`src/rtl/count_limit_monitor.sv`:
```
// count_limit_monitor: enable/load up-counter with an immediate (trigger-gated) and a
// next-cycle range check of count < LIMIT, failure accounting and a halt-on-fail FSM.
module count_limit_monitor #(
    parameter int WIDTH        = 4,
    parameter int LIMIT        = 10,
    parameter int MODE         = 0,
    parameter int HALT_ON_FAIL = 1,
    parameter int ERR_W        = 8
) (
    input  logic             clk,
    input  logic             reset,
    input  logic             start,
    input  logic             en,
    input  logic             load,
    input  logic [WIDTH-1:0] load_val,
    input  logic             trigger,
    input  logic             clear,
    output logic [WIDTH-1:0] count,
    output logic             imm_pass,
    output logic             imm_fail,
    output logic             seq_pass,
    output logic             seq_fail,
    output logic             fail_sticky,
    output logic [ERR_W-1:0] fail_count,
    output logic [1:0]       state
);

    typedef enum logic [1:0] {
        IDLE  = 2'd0,
        RUN   = 2'd1,
        FAULT = 2'd2
    } state_t;

    // One extra bit so that LIMIT = 2**WIDTH is representable and every check passes.
    localparam logic [WIDTH:0] LIM    = (WIDTH+1)'(LIMIT);
    localparam logic [WIDTH:0] LIM_M1 = (WIDTH+1)'(LIMIT - 1);

    state_t           state_q;
    state_t           state_d;
    logic             pend;
    logic             run;
    logic             cur_ok;
    logic             imm_pass_d;
    logic             imm_fail_d;
    logic             seq_pass_d;
    logic             seq_fail_d;
    logic [1:0]       n_fail;
    logic [WIDTH-1:0] count_d;

    function automatic logic in_range(input logic [WIDTH-1:0] v);
        return ({1'b0, v} < LIM);
    endfunction

    function automatic logic [ERR_W-1:0] sat_add(input logic [ERR_W-1:0] a,
                                                  input logic [1:0]       inc);
        logic [ERR_W:0] sum;
        sum = {1'b0, a} + (ERR_W+1)'(inc);
        return sum[ERR_W] ? {ERR_W{1'b1}} : sum[ERR_W-1:0];
    endfunction

    function automatic logic [WIDTH-1:0] advance(input logic [WIDTH-1:0] v);
        logic             at_top;
        logic [WIDTH-1:0] nxt;
        at_top = ({1'b0, v} >= LIM_M1);
        nxt    = v + WIDTH'(1);
        if (MODE == 2)
            return nxt;
        else if (MODE == 1)
            return at_top ? v : nxt;
        else
            return at_top ? '0 : nxt;
    endfunction

    // Decide: check results, FSM next state and next count from pre-edge values
    always_comb begin
        run        = (state_q == RUN);
        cur_ok     = in_range(count);
        imm_pass_d = run && trigger && cur_ok;
        imm_fail_d = run && trigger && !cur_ok;
        seq_pass_d = pend && cur_ok;
        seq_fail_d = pend && !cur_ok;
        n_fail     = {1'b0, imm_fail_d} + {1'b0, seq_fail_d};

        state_d = state_q;
        case (state_q)
            IDLE:    if (start) state_d = RUN;
            RUN:     if ((HALT_ON_FAIL != 0) && (n_fail != 2'd0)) state_d = FAULT;
            FAULT:   state_d = FAULT;
            default: state_d = IDLE;
        endcase
        if (clear)
            state_d = IDLE;

        count_d = count;
        if (run) begin
            if (load)
                count_d = load_val;
            else if (en)
                count_d = advance(count);
        end
    end

    always_ff @(posedge clk or posedge reset) begin
        if (reset)
            state_q <= IDLE;
        else
            state_q <= state_d;
    end

    // Register: counter, pending next-cycle check, result pulses and failure accounting
    always_ff @(posedge clk or posedge reset) begin
        if (reset) begin
            count       <= '0;
            pend        <= 1'b0;
            imm_pass    <= 1'b0;
            imm_fail    <= 1'b0;
            seq_pass    <= 1'b0;
            seq_fail    <= 1'b0;
            fail_sticky <= 1'b0;
            fail_count  <= '0;
        end else if (clear) begin
            // A pending check is dropped; the counter value itself is kept.
            pend        <= 1'b0;
            imm_pass    <= 1'b0;
            imm_fail    <= 1'b0;
            seq_pass    <= 1'b0;
            seq_fail    <= 1'b0;
            fail_sticky <= 1'b0;
            fail_count  <= '0;
        end else begin
            count      <= count_d;
            pend       <= run && (en || load);
            imm_pass   <= imm_pass_d;
            imm_fail   <= imm_fail_d;
            seq_pass   <= seq_pass_d;
            seq_fail   <= seq_fail_d;
            fail_count <= sat_add(fail_count, n_fail);
            if (n_fail != 2'd0)
                fail_sticky <= 1'b1;
        end
    end

    assign state = state_q;

endmodule

```
`config.mk`:
```
export PLATFORM = sky130hd
export DESIGN_NAME = count_limit_monitor
export DESIGN_NICKNAME = d
export VERILOG_FILES = /design/src/rtl/count_limit_monitor.sv
export SDC_FILE = /design/constraint.sdc
export NUM_CORES = 1
export LEC_CHECK = 0
export ABC_AREA = 1
export CAP_MARGIN = 20
export CORE_MARGIN = 2
export CORE_UTILIZATION = 60
export DETAILED_ROUTE_END_ITERATION = 6
export DONT_BUFFER_PORTS = 1
export GPL_TIMING_DRIVEN = 0
export HOLD_SLACK_MARGIN = 0.15
export PLACE_DENSITY = 0.77
export SYNTH_ARGS = -nofsm -noshare
export SYNTH_HDL_FRONTEND = slang
export SYNTH_SLANG_ARGS = --single-unit
export TNS_END_PERCENT = 100
```
`constraint.sdc`:
```
create_clock -name clk -period 5 [get_ports clk]
set_input_delay 0.25 -clock clk [delete_from_list [all_inputs] [get_ports clk]]
set_output_delay 0.25 -clock clk [all_outputs]
set_load 0.02 [all_outputs]
```
==> results of run 1 <==
-- synthesized netlist by cell type --
cell	instances
inv_2	1
fa_1	1
nand4_1	1
o21ai_0	1
nor2_4	3
nand3_1	14
nand3b_1	3
nor3_1	3
buf_4	1
a21oi_1	13
nand2_2	3
dfrtp_1	20
ha_1	8
inv_1	28
nand2_1	30
xor2_1	2
nand3_2	1
nand2_4	2
nor2_1	12
nor2_2	2
nor4_1	1
-- registers in the layout (all words and copies together), names as in the netlist --
register	cells
fail_count	8
count	4
state	2
fail_sticky	1
imm_fail	1
imm_pass	1
pend	1
seq_fail	1
seq_pass	1
-- kinds of logic (layout without fill, tap and decap cells) --
family                     count (synthesis)  after routing  synth area share
AOI/OAI and AO/OA                         14             14            0.0584
xor gates and xnor gates                   2              2            0.0146
and+or+nand+nor                           75             75             0.313
DFF                                       20             20             0.417
adders and majority gates                  9              9             0.100
buffers and inverters                     30             39            0.0970
-- critical path: stages (launching register included) --
cell	delay, ns
dfrtp_1	0.48
inv_1	0.14
ha_1	0.23
nand2_1	0.09
nand2_1	0.10
nand2_4	0.08
nor2_1	0.13
ha_1	0.20
inv_1	0.06
fa_1	0.40
inv_1	0.07
nand2_1	0.09
nor2_2	0.15
nand2_2	0.12
nand3_1	0.10
nand2_1	0.05
inv_1	0.05
-- metrics by stage --
| step | instances | cell area (um2) | hold WS (ns) |
|---|---|---|---|
| after floorplan | 150 | 1200 | 0.214 |
| after global placement | 177 | 1230 | 0.306 |
| after detailed placement | 177 | 1230 | 0.303 |
| after CTS | 186 | 1340 | 0.153 |
| after global routing | 186 | 1340 | 0.155 |
| final | 186 | 1340 | 0.143 |
-- worst paths after layout --
kind,slack [ns],start,cells after the start,to
max,2.40,state[1],16,fail_count[5]
min,0.14,load_val[1],2,count[1]
max reg2reg,2.40,state[1],16,fail_count[5]
min reg2reg,0.62,pend,2,seq_pass
max in group asynchronous,4.06,reset,2,fail_count[5]
min in group asynchronous,0.48,reset,2,fail_count[2]
-- area by class of cell --
class                   count  area [um2]
plain buffers               1        7.51
clock buffers               3        22.5
clock inverters             1        30.0
fillers                   173         586
inverters                  29         109
multi-input cells         100         583
flip-flops and latches     20         500
well taps                  27        33.8
repair buffers              5        50.0
-- power by group --
| part | switching [uW] | internal (uW) |
|---|---|---|
| Sequential | 86.9 | 194 |
| Combinational | 121 | 77.6 |
| Clock | 55.2 | 81.2 |
-- what timing repair did --
action	CTS	global route
endpoints found under the setup margin	0	0
hold buffers	5	0
endpoints found under the hold margin	29	0
-- metal layers --
layer	global-route usage	part of all wire	vias up
met3	0.0370	0.047	5
met4	0.114	0.021	0
li1	-	-	483
met2	0.397	0.51	26
met1	0.251	0.42	459
met5	0	0	-
==> metrics.txt, run 1 <==
outcome finished clean; post-route setup slack about 2.4 ns; Clock Path Buffers 2; DRC 0; DRT Pass-1 Iters 4; pre-CTS WS around 2.4 ns; routed wire length 2270 um; Root Buffer Master clkbuf_4; Initial Utilization 0.624; Resized Gates After CTS 0; Final setup violation count 0; most frequent cells in the layout 30 x nand2_1, 28 x inv_1, 20 x dfrtp_1; Worst Skew 0.00746 ns; RePlAce Congestion 0.845; Synth top area share 0.417; clk_lat worst skew ~0.32 ns; post-synth cell types 21; Yosys reg bits 20; Core ar. roughly 1900 um2; DR vias/cell between 5 and 6; number of global-route vias before repair between 900 and 1000; largest cells by area after synthesis dfrtp_1 42%, nand2_1 9.4%, inv_1 8.8%; routed length per instance around 12 um; initial antenna violation count 0; commonest non-fill, non-tap cell in the layout nand2_1; Synthesized Nets between 150 and 200; average cell area after synthesis ~8 um2; Tcrit/Tclk final 0.519; highest clock rate around 0.39 GHz; crit path time final ~2.6 ns; slew at the pin closest to its max-slew limit between 0.7 and 0.8 ns; largest fanout on the critical path 6; Worst Setup End Kind flip-flop; Iter 0 DRT Violations 12; Finished Core Util 0.695; htree depth 1; Netlist Area Pre-Place between 1000 and 1500 um2; Max-cap violations 0; Cells after Synth 150; Worst Setup Start Kind flip-flop; Slew Limit Headroom 0.513; RSZ-0062 raised after global routing false; Syn-to-layout area delta 11.4%; Worst Path Required between 5 and 6 ns; GRT overflow 0; CTS sink count 20; largest net degree at the start of global routing 21; Setup CP Type flip-flop to flip-flop; die area 2370 um2; Placement Rows 16; Layout Nets 180; Post-CTS Setup Inserts 0; Detail Route Antenna Nets 0; largest area contributor in the netlist dfrtp_1; Final Max Slew Viols 0; first-pass GRT wire length slightly above 4000 um; Critical Path AT ~2.9 ns; DR vias between 900 and 1000; Ports 30; CTS tree done; Die H 48.7 um; worst min-delay path class primary input to flip-flop; Power Density between 400 and 500 nW/um2; CTS buffer count 3; Yosys warnings 0; Port Buffers 0; diode count 0; share of layout cells above drive strength 1 0.107; Static Leak about 0.00070 uW; GRT Overall Usage 0.221; VDD IR-drop max around 0.00045 V; dpl hpwl approximately 1700 um; Worst-path clk slew roughly 0.12 ns; setup_tns 0 ns; Total Power slightly above 600 uW; DIE WIDTH between 40 and 50 um; final hold violations 0; sequential area share after synthesis 0.417
Power figures use the tool's default switching activity.
==> inputs of run 2 (changes only) <==
--- a/config.mk
+++ b/config.mk
@@ -8,12 +8,12 @@
 export ABC_AREA = 1
 export CAP_MARGIN = 20
 export CORE_MARGIN = 2
-export CORE_UTILIZATION = 60
+export CORE_UTILIZATION = 55
 export DETAILED_ROUTE_END_ITERATION = 6
 export DONT_BUFFER_PORTS = 1
 export GPL_TIMING_DRIVEN = 0
 export HOLD_SLACK_MARGIN = 0.15
-export PLACE_DENSITY = 0.77
+export PLACE_DENSITY = 0.74
 export SYNTH_ARGS = -nofsm -noshare
 export SYNTH_HDL_FRONTEND = slang
 export SYNTH_SLANG_ARGS = --single-unit
==> constraint.sdc (replaced) <==
create_clock -name clk -period 2.3 [get_ports clk]
set_input_delay 0.115 -clock clk [delete_from_list [all_inputs] [get_ports clk]]
set_output_delay 0.115 -clock clk [all_outputs]
set_load 0.02 [all_outputs]
==> run 2 against run 1 <==
Clock-buffer cell count unchanged. First-iteration DRC count increased by 120%. Clock power up 110%. Non-clock buffer count up 14. Utilization rose by 6.9 points. Power rose by 130%. Register-to-register slack lost 2.3 ns. Wire length grew 14%. Global-route usage down 0.21 points. Critical path depth fell by 4. Largest power group unchanged.
==> metrics.txt, run 2 (synthesis gave the netlist of run 1 again) <==
outcome finished clean; Top reg by flops fail_count; Final setup violation count 0 (unchanged); DRT Pass-1 Iters 4 (unchanged); Power Density 942 nW/um2 (+100%); initial antenna violation count 0 (unchanged); GRT overflow 0 (unchanged); Worst Hold Slack 0.298 ns (+0.155 ns); Initial Utilization 0.599 (-0.0250); htree depth 1 (unchanged); final hold violations 0 (unchanged); Layout Nets 194 (+7.8%); RePlAce Congestion 0.847 (+0.20%); Worst Setup End Kind flip-flop; filler instances 152 (-12%); Detail Route Antenna Nets 0 (unchanged); Ports 30 (unchanged); diode count 0 (unchanged); DIE WIDTH 50.7 um (+4.1%); slew at the pin closest to its max-slew limit 0.769 ns (+0.0402 ns); Max-cap violations 0 (unchanged); Core ar. 2000 um2 (+4.2%); largest fanout on the critical path 7 (+1); Clock Path Buffers 2 (unchanged); FF/Latch Area 507 um2 (+1.2%); Setup CP Type flip-flop to flip-flop; pre-CTS WS -0.300 ns (-2.73 ns); CTS buffer count 3 (unchanged); first-pass GRT wire length 4220 um (+3.6%); CTS sink count 20 (unchanged); worst min-delay path class primary input to flip-flop; GRT Overall Usage 0.219 (-0.00208); crit-path cells nor2_2 -> nor2_4 -> nand3_2 -> nor2_4 -> nor2_4 -> ha_4 -> inv_1 -> fa_2 -> buf_4 -> buf_4 -> xor2_1 -> a21oi_1; max reg flops 8 (unchanged); number of global-route vias before repair 990 (+3.9%); slowest stage delay, CP 0.52 ns (+0.04 ns); Syn-to-layout area delta 27.5%; Port Buffers 0 (unchanged); dpl hpwl 1720 um (+1.7%); CTS tree done; WP buf/inv 3 (-1); die area 2570 um2 (+8.3%); routed length per instance 12.9 um (+5.7%); Static Leak 0.000791 uW (+14%); commonest non-fill, non-tap cell in the layout nand2_1; largest net degree at the start of global routing 21 (unchanged); share of layout cells above drive strength 1 0.214 (+0.107); CP top delay family simple AND/OR/NAND/NOR gates; VDD IR-drop max 0.000665 V (+49%); DRC 0 (unchanged); post-route setup slack 0.0699 ns (-2.33 ns); slowest CP cell dfrtp_2; DR vias/cell 5.22 (-0.31%); Worst Setup Start Kind flip-flop; clk_lat worst skew 0.30 ns (-0.02 ns); crit path time final 2.23 ns (-0.366 ns); DR vias 1043 (+7.2%); area of the multi-input gates 641 um2 (+9.9%); Tcrit/Tclk final 0.970 (+0.450); Final Max Slew Viols 0 (unchanged); most frequent cells in the layout 27 x nand2_1, 25 x inv_1, 15 x dfrtp_1; Worst Skew 0.00241 ns (-0.00506 ns); routed wire length 2580 um (+14%); Slew Limit Headroom 0.487 (-0.0268); Placement Rows 16 (unchanged); CP most frequent cell nor2_4; Die H 50.7 um (+4.1%); highest clock rate 0.448 GHz (+16%); Iter 0 DRT Violations 26 (+14); Critical Path AT 2.47 ns (-0.39 ns); Worst-path clk slew 0.12 ns (about the same); Root Buffer Master clkbuf_4; Worst Path Required 2.54 ns (-2.73 ns)
## run 2: cell types whose count changed in the layout (fill, tap and decap cells not counted), moves of 2 or more
cell / before / now
nand2_4: 2 / 4
inv_1: 28 / 25
inv_2: 1 / 4
dlygate4sd3_1: 5 / 13
nor2_4: 3 / 5
nand2_1: 30 / 27
ha_4: 0 / 2
ha_1: 8 / 6
buf_4: 1 / 6
dfrtp_2: 0 / 5
dfrtp_1: 20 / 15
## run 2: repair_timing
item	in CTS	in global routing
resized for setup	15	7
hold buffers	14	0
endpoints found under the setup margin	8	9
hold endpoints to repair	40	0
pin swaps	2	5
buffers inserted	3	2
## run 2: tightest hold or removal path: stages
cell	delay [ns]
nand3_2	0.07
nor2_4	0.05
inv_1	0.08
fa_2	0.20
a21oi_1	0.06
## run 2: final cells by class
type	instances	share of cell area
Inverter	29	0.0711
Clock inverter	1	0.0196
Tap cell	27	0.0221
Clock buffer	3	0.0147
Sequential cell	20	0.331
Buffer	1	0.00491
Timing Repair Buffer	19	0.118
Multi-Input combinational cell	100	0.419
## run 2: layer usage
metal,global-route usage,part of all wire
met1,0.276,0.43
met2,0.382,0.52
met3,0.0327,0.031
met4,0.0766,0.015
met5,0,0
## run 2: path summary, 6_finish.rpt
check                         start       endpoint  slack, ns  cells past startpoint
setup / recovery           count[2]  fail_count[2]       0.07                     12
hold / removal              trigger  fail_count[1]       0.30                      5
setup reg to reg           count[2]  fail_count[2]       0.07                     12
hold reg to reg            state[1]       state[1]       0.61                      2
max in group asynchronous     reset       count[3]       1.40                      2
min in group asynchronous     reset       count[0]       0.38                      2
## run 2: stage by stage
step | cell area, um2 | total power (uW) | cells | setup TNS (ns) | utilization
2_1_floorplan | 1200 | 946 | 150 | 0 | -
3_3_place_gp | 1230 | 1010 | 177 | -1.19 | 0.616
3_5_place_dp | 1230 | 1040 | 177 | -2.12 | 0.616
4_1_cts | 1490 | 1410 | 198 | 0 | 0.746
5_1_grt | 1530 | 1540 | 200 | -0.0381 | 0.764
6_report | 1530 | 1440 | 200 | 0 | 0.764
## run 2: where the power goes
group | leakage (uW) | internal (uW) | switching [uW]
Clock | 0.0000279 | 176 | 114
Combinational | 0.000502 | 229 | 290
Sequential | 0.000260 | 432 | 200
Total | 0.000791 | 837 | 604
==> inputs of run 3 (changes only) <==
--- a/config.mk
+++ b/config.mk
@@ -8,12 +8,13 @@
 export ABC_AREA = 1
 export CAP_MARGIN = 20
 export CORE_MARGIN = 2
-export CORE_UTILIZATION = 55
+export CORE_UTILIZATION = 40
 export DETAILED_ROUTE_END_ITERATION = 6
 export DONT_BUFFER_PORTS = 1
 export GPL_TIMING_DRIVEN = 0
 export HOLD_SLACK_MARGIN = 0.15
-export PLACE_DENSITY = 0.74
+export MAX_ROUTING_LAYER = met4
+export PLACE_DENSITY = 0.57
 export SYNTH_ARGS = -nofsm -noshare
 export SYNTH_HDL_FRONTEND = slang
 export SYNTH_SLANG_ARGS = --single-unit
==> run 3 against run 2 <==
The run now ends with DRC left. Fmax rose by 0.86%. Sequential cell count did not move. Cell area fell by 2.3%. First-iteration DRC count fell by 23%. Register-to-register slack improved by 0.02 ns. Utilization fell by 23 points. Die area rose by 34%. Clock power fell by 42%. Via count fell by 4.7%. Sequential share of layout area rose by 0.78 points. Critical path type unchanged. Largest cell class unchanged. Largest power group unchanged.
==> metrics.txt, run 3 (synthesis gave the netlist of run 1 again) <==
Power Density 875 nW/um2 (-7.1%); worst min-delay path class primary input to asynchronous set/reset pin; Reg2Reg Launch Point state[1]; final hold violations 0 (unchanged); routed wire length 2630 um (+2.0%); Top reg by flops fail_count; Critical Path AT 2.43 ns (-0.04 ns); Worst Setup End Kind flip-flop; number of global-route vias before repair 1008 (+1.8%); Finished Core Util 0.533 (-0.231); Initial Utilization 0.428 (-0.172); clk_lat worst skew 0.30 ns (about the same); slew at the pin closest to its max-slew limit 0.776 ns (+0.00718 ns); Die H 58.8 um (+16%); DIE WIDTH 58.8 um (+16%); R2R depth 14 (+2); CTS buffer count 3 (unchanged); Ports 30 (unchanged); Iter 0 DRT Violations 20 (-23%); largest net degree at the start of global routing 21 (unchanged); Syn-to-layout area delta 24.6%; commonest non-fill, non-tap cell in the layout nand2_1; Static Leak 0.000791 uW (about the same); Tcrit/Tclk final 0.961 (-0.00831); routed length per instance 13.1 um (+1.5%); CTS tree done; largest fanout on the critical path 6 (-1); Worst-path clk slew 0.11 ns (about the same); GRT overflow 0 (unchanged); die area 3450 um2 (+34%); Max-cap violations 0 (unchanged); Port Buffers 0 (unchanged); RePlAce Congestion 0.809 (-4.5%); diode count 0 (unchanged); pre-CTS WS -0.207 ns (+0.0934 ns); crit path time final 2.21 ns (-0.0191 ns); DR vias 994 (-4.7%); Detail Route Antenna Nets 0 (unchanged); outcome complete, but fails checks; Slew Limit Headroom 0.482 (-0.00479); Layout Nets 192 (-1.0%); Worst Setup Start Kind flip-flop; htree depth 1 (unchanged); max reg flops 8 (unchanged); Worst Path Required 2.52 ns (-0.02 ns); Worst Skew 0.00206 ns (-0.000341 ns); RR Endpoint fail_count[0]; Final Max Slew Viols 0 (unchanged); dpl hpwl 1720 um (-0.16%); Core ar. 2810 um2 (+40%); DRT Pass-1 Iters 6 (+2); failing checks DRC; first-pass GRT wire length 4330 um (+2.6%); Setup CP Type flip-flop to flip-flop; worst reg2reg setup slack 0.09 ns (+0.02 ns); GRT Overall Usage 0.170 (-0.0497); post-route setup slack 0.0891 ns (+0.0191 ns); Final setup violation count 0 (unchanged); share of layout cells above drive strength 1 0.247 (+0.0332); highest clock rate 0.452 GHz (+0.86%); CTS sink count 20 (unchanged); VDD IR-drop max 0.000907 V (+36%); most frequent cells in the layout 27 x nand2_1, 24 x inv_1, 15 x dfrtp_1; DR vias/cell 4.95 (-5.2%); Placement Rows 19 (+3); filler instances 278 (+83%); Clock Path Buffers 2 (unchanged); DRC 2 (+2); Root Buffer Master clkbuf_4; initial antenna violation count 0 (unchanged)
==> run 3: final cells by class <==
type                    instances  area (um2)  area share
multi-input cells             100         656       0.438
flip-flops and latches         20         507       0.339
repair buffers                 17         155       0.104
inverters                      29         109      0.0728
well taps                      31        38.8      0.0259
clock buffers                   3        22.5      0.0151
plain buffers                   1        7.51     0.00502
==> run 3: worst max-delay path, stage by stage (launching register included) <==
cell and delay, ns:
dfrtp_2 0.48, inv_2 0.10, ha_4 0.16, nand2_4 0.05, nand2_2 0.07, nand2_4 0.05
nor2_2 0.08, ha_2 0.18, inv_2 0.04, fa_2 0.37, inv_2 0.08, nand2_4 0.06
nor2_4 0.13, nand2_4 0.10, a21oi_1 0.18
==> run 3: timing repair <==
action,in CTS,in global routing
setup buffers,2,4
hold endpoints to repair,40,0
pin swaps,1,8
resized for setup,12,15
endpoints found under the setup margin,8,8
hold buffers,11,0
==> run 3: power breakdown <==
group	leakage, uW	total (uW)	internal (uW)	switching [uW]
registers	0.000260	635	432	202
clock network	0.0000138	168	61.1	107
logic	0.000517	505	223	282
==> run 3: per-stage QoR <==
step | hold slack [ns] | std cells | power, uW | TNS (ns) | instance area [um2]
after floorplan | 0.0788 | 150 | 946 | 0 | 1200
after global routing | 0.445 | 201 | 1440 | -0.140 | 1500
final | 0.384 | 201 | 1310 | 0 | 1500
after CTS | 0.417 | 197 | 1270 | 0 | 1420
after global placement | 0.187 | 181 | 1020 | -1.38 | 1240
after detailed placement | 0.206 | 181 | 1030 | -1.43 | 1240
==> run 3: worst max path at each step <==
stage | end | slack (ns) | depth (start not counted) | startpoint
global placement | fail_count[4] | -0.21 | 16 | state[1]
finish | fail_count[0] | 0.09 | 14 | state[1]
floorplan | fail_count[5] | 0.03 | 16 | state[1]
global route | fail_count[0] | -0.06 | 13 | count[2]
detailed placement | fail_count[4] | -0.21 | 16 | state[1]
CTS | fail_count[4] | 0.0004 | 16 | state[1]
==> run 3: routing by layer <==
| metal | up-vias | global-route usage | part of all wire |
|---|---|---|---|
| met2 | 21 | 0.283 | 0.53 |
| met3 | 2 | 0.0593 | 0.041 |
| met1 | 461 | 0.196 | 0.42 |
| met4 | 0 | 0.0390 | 0.0065 |
| met5 | - | - | 0 |
| li1 | 510 | - | - |
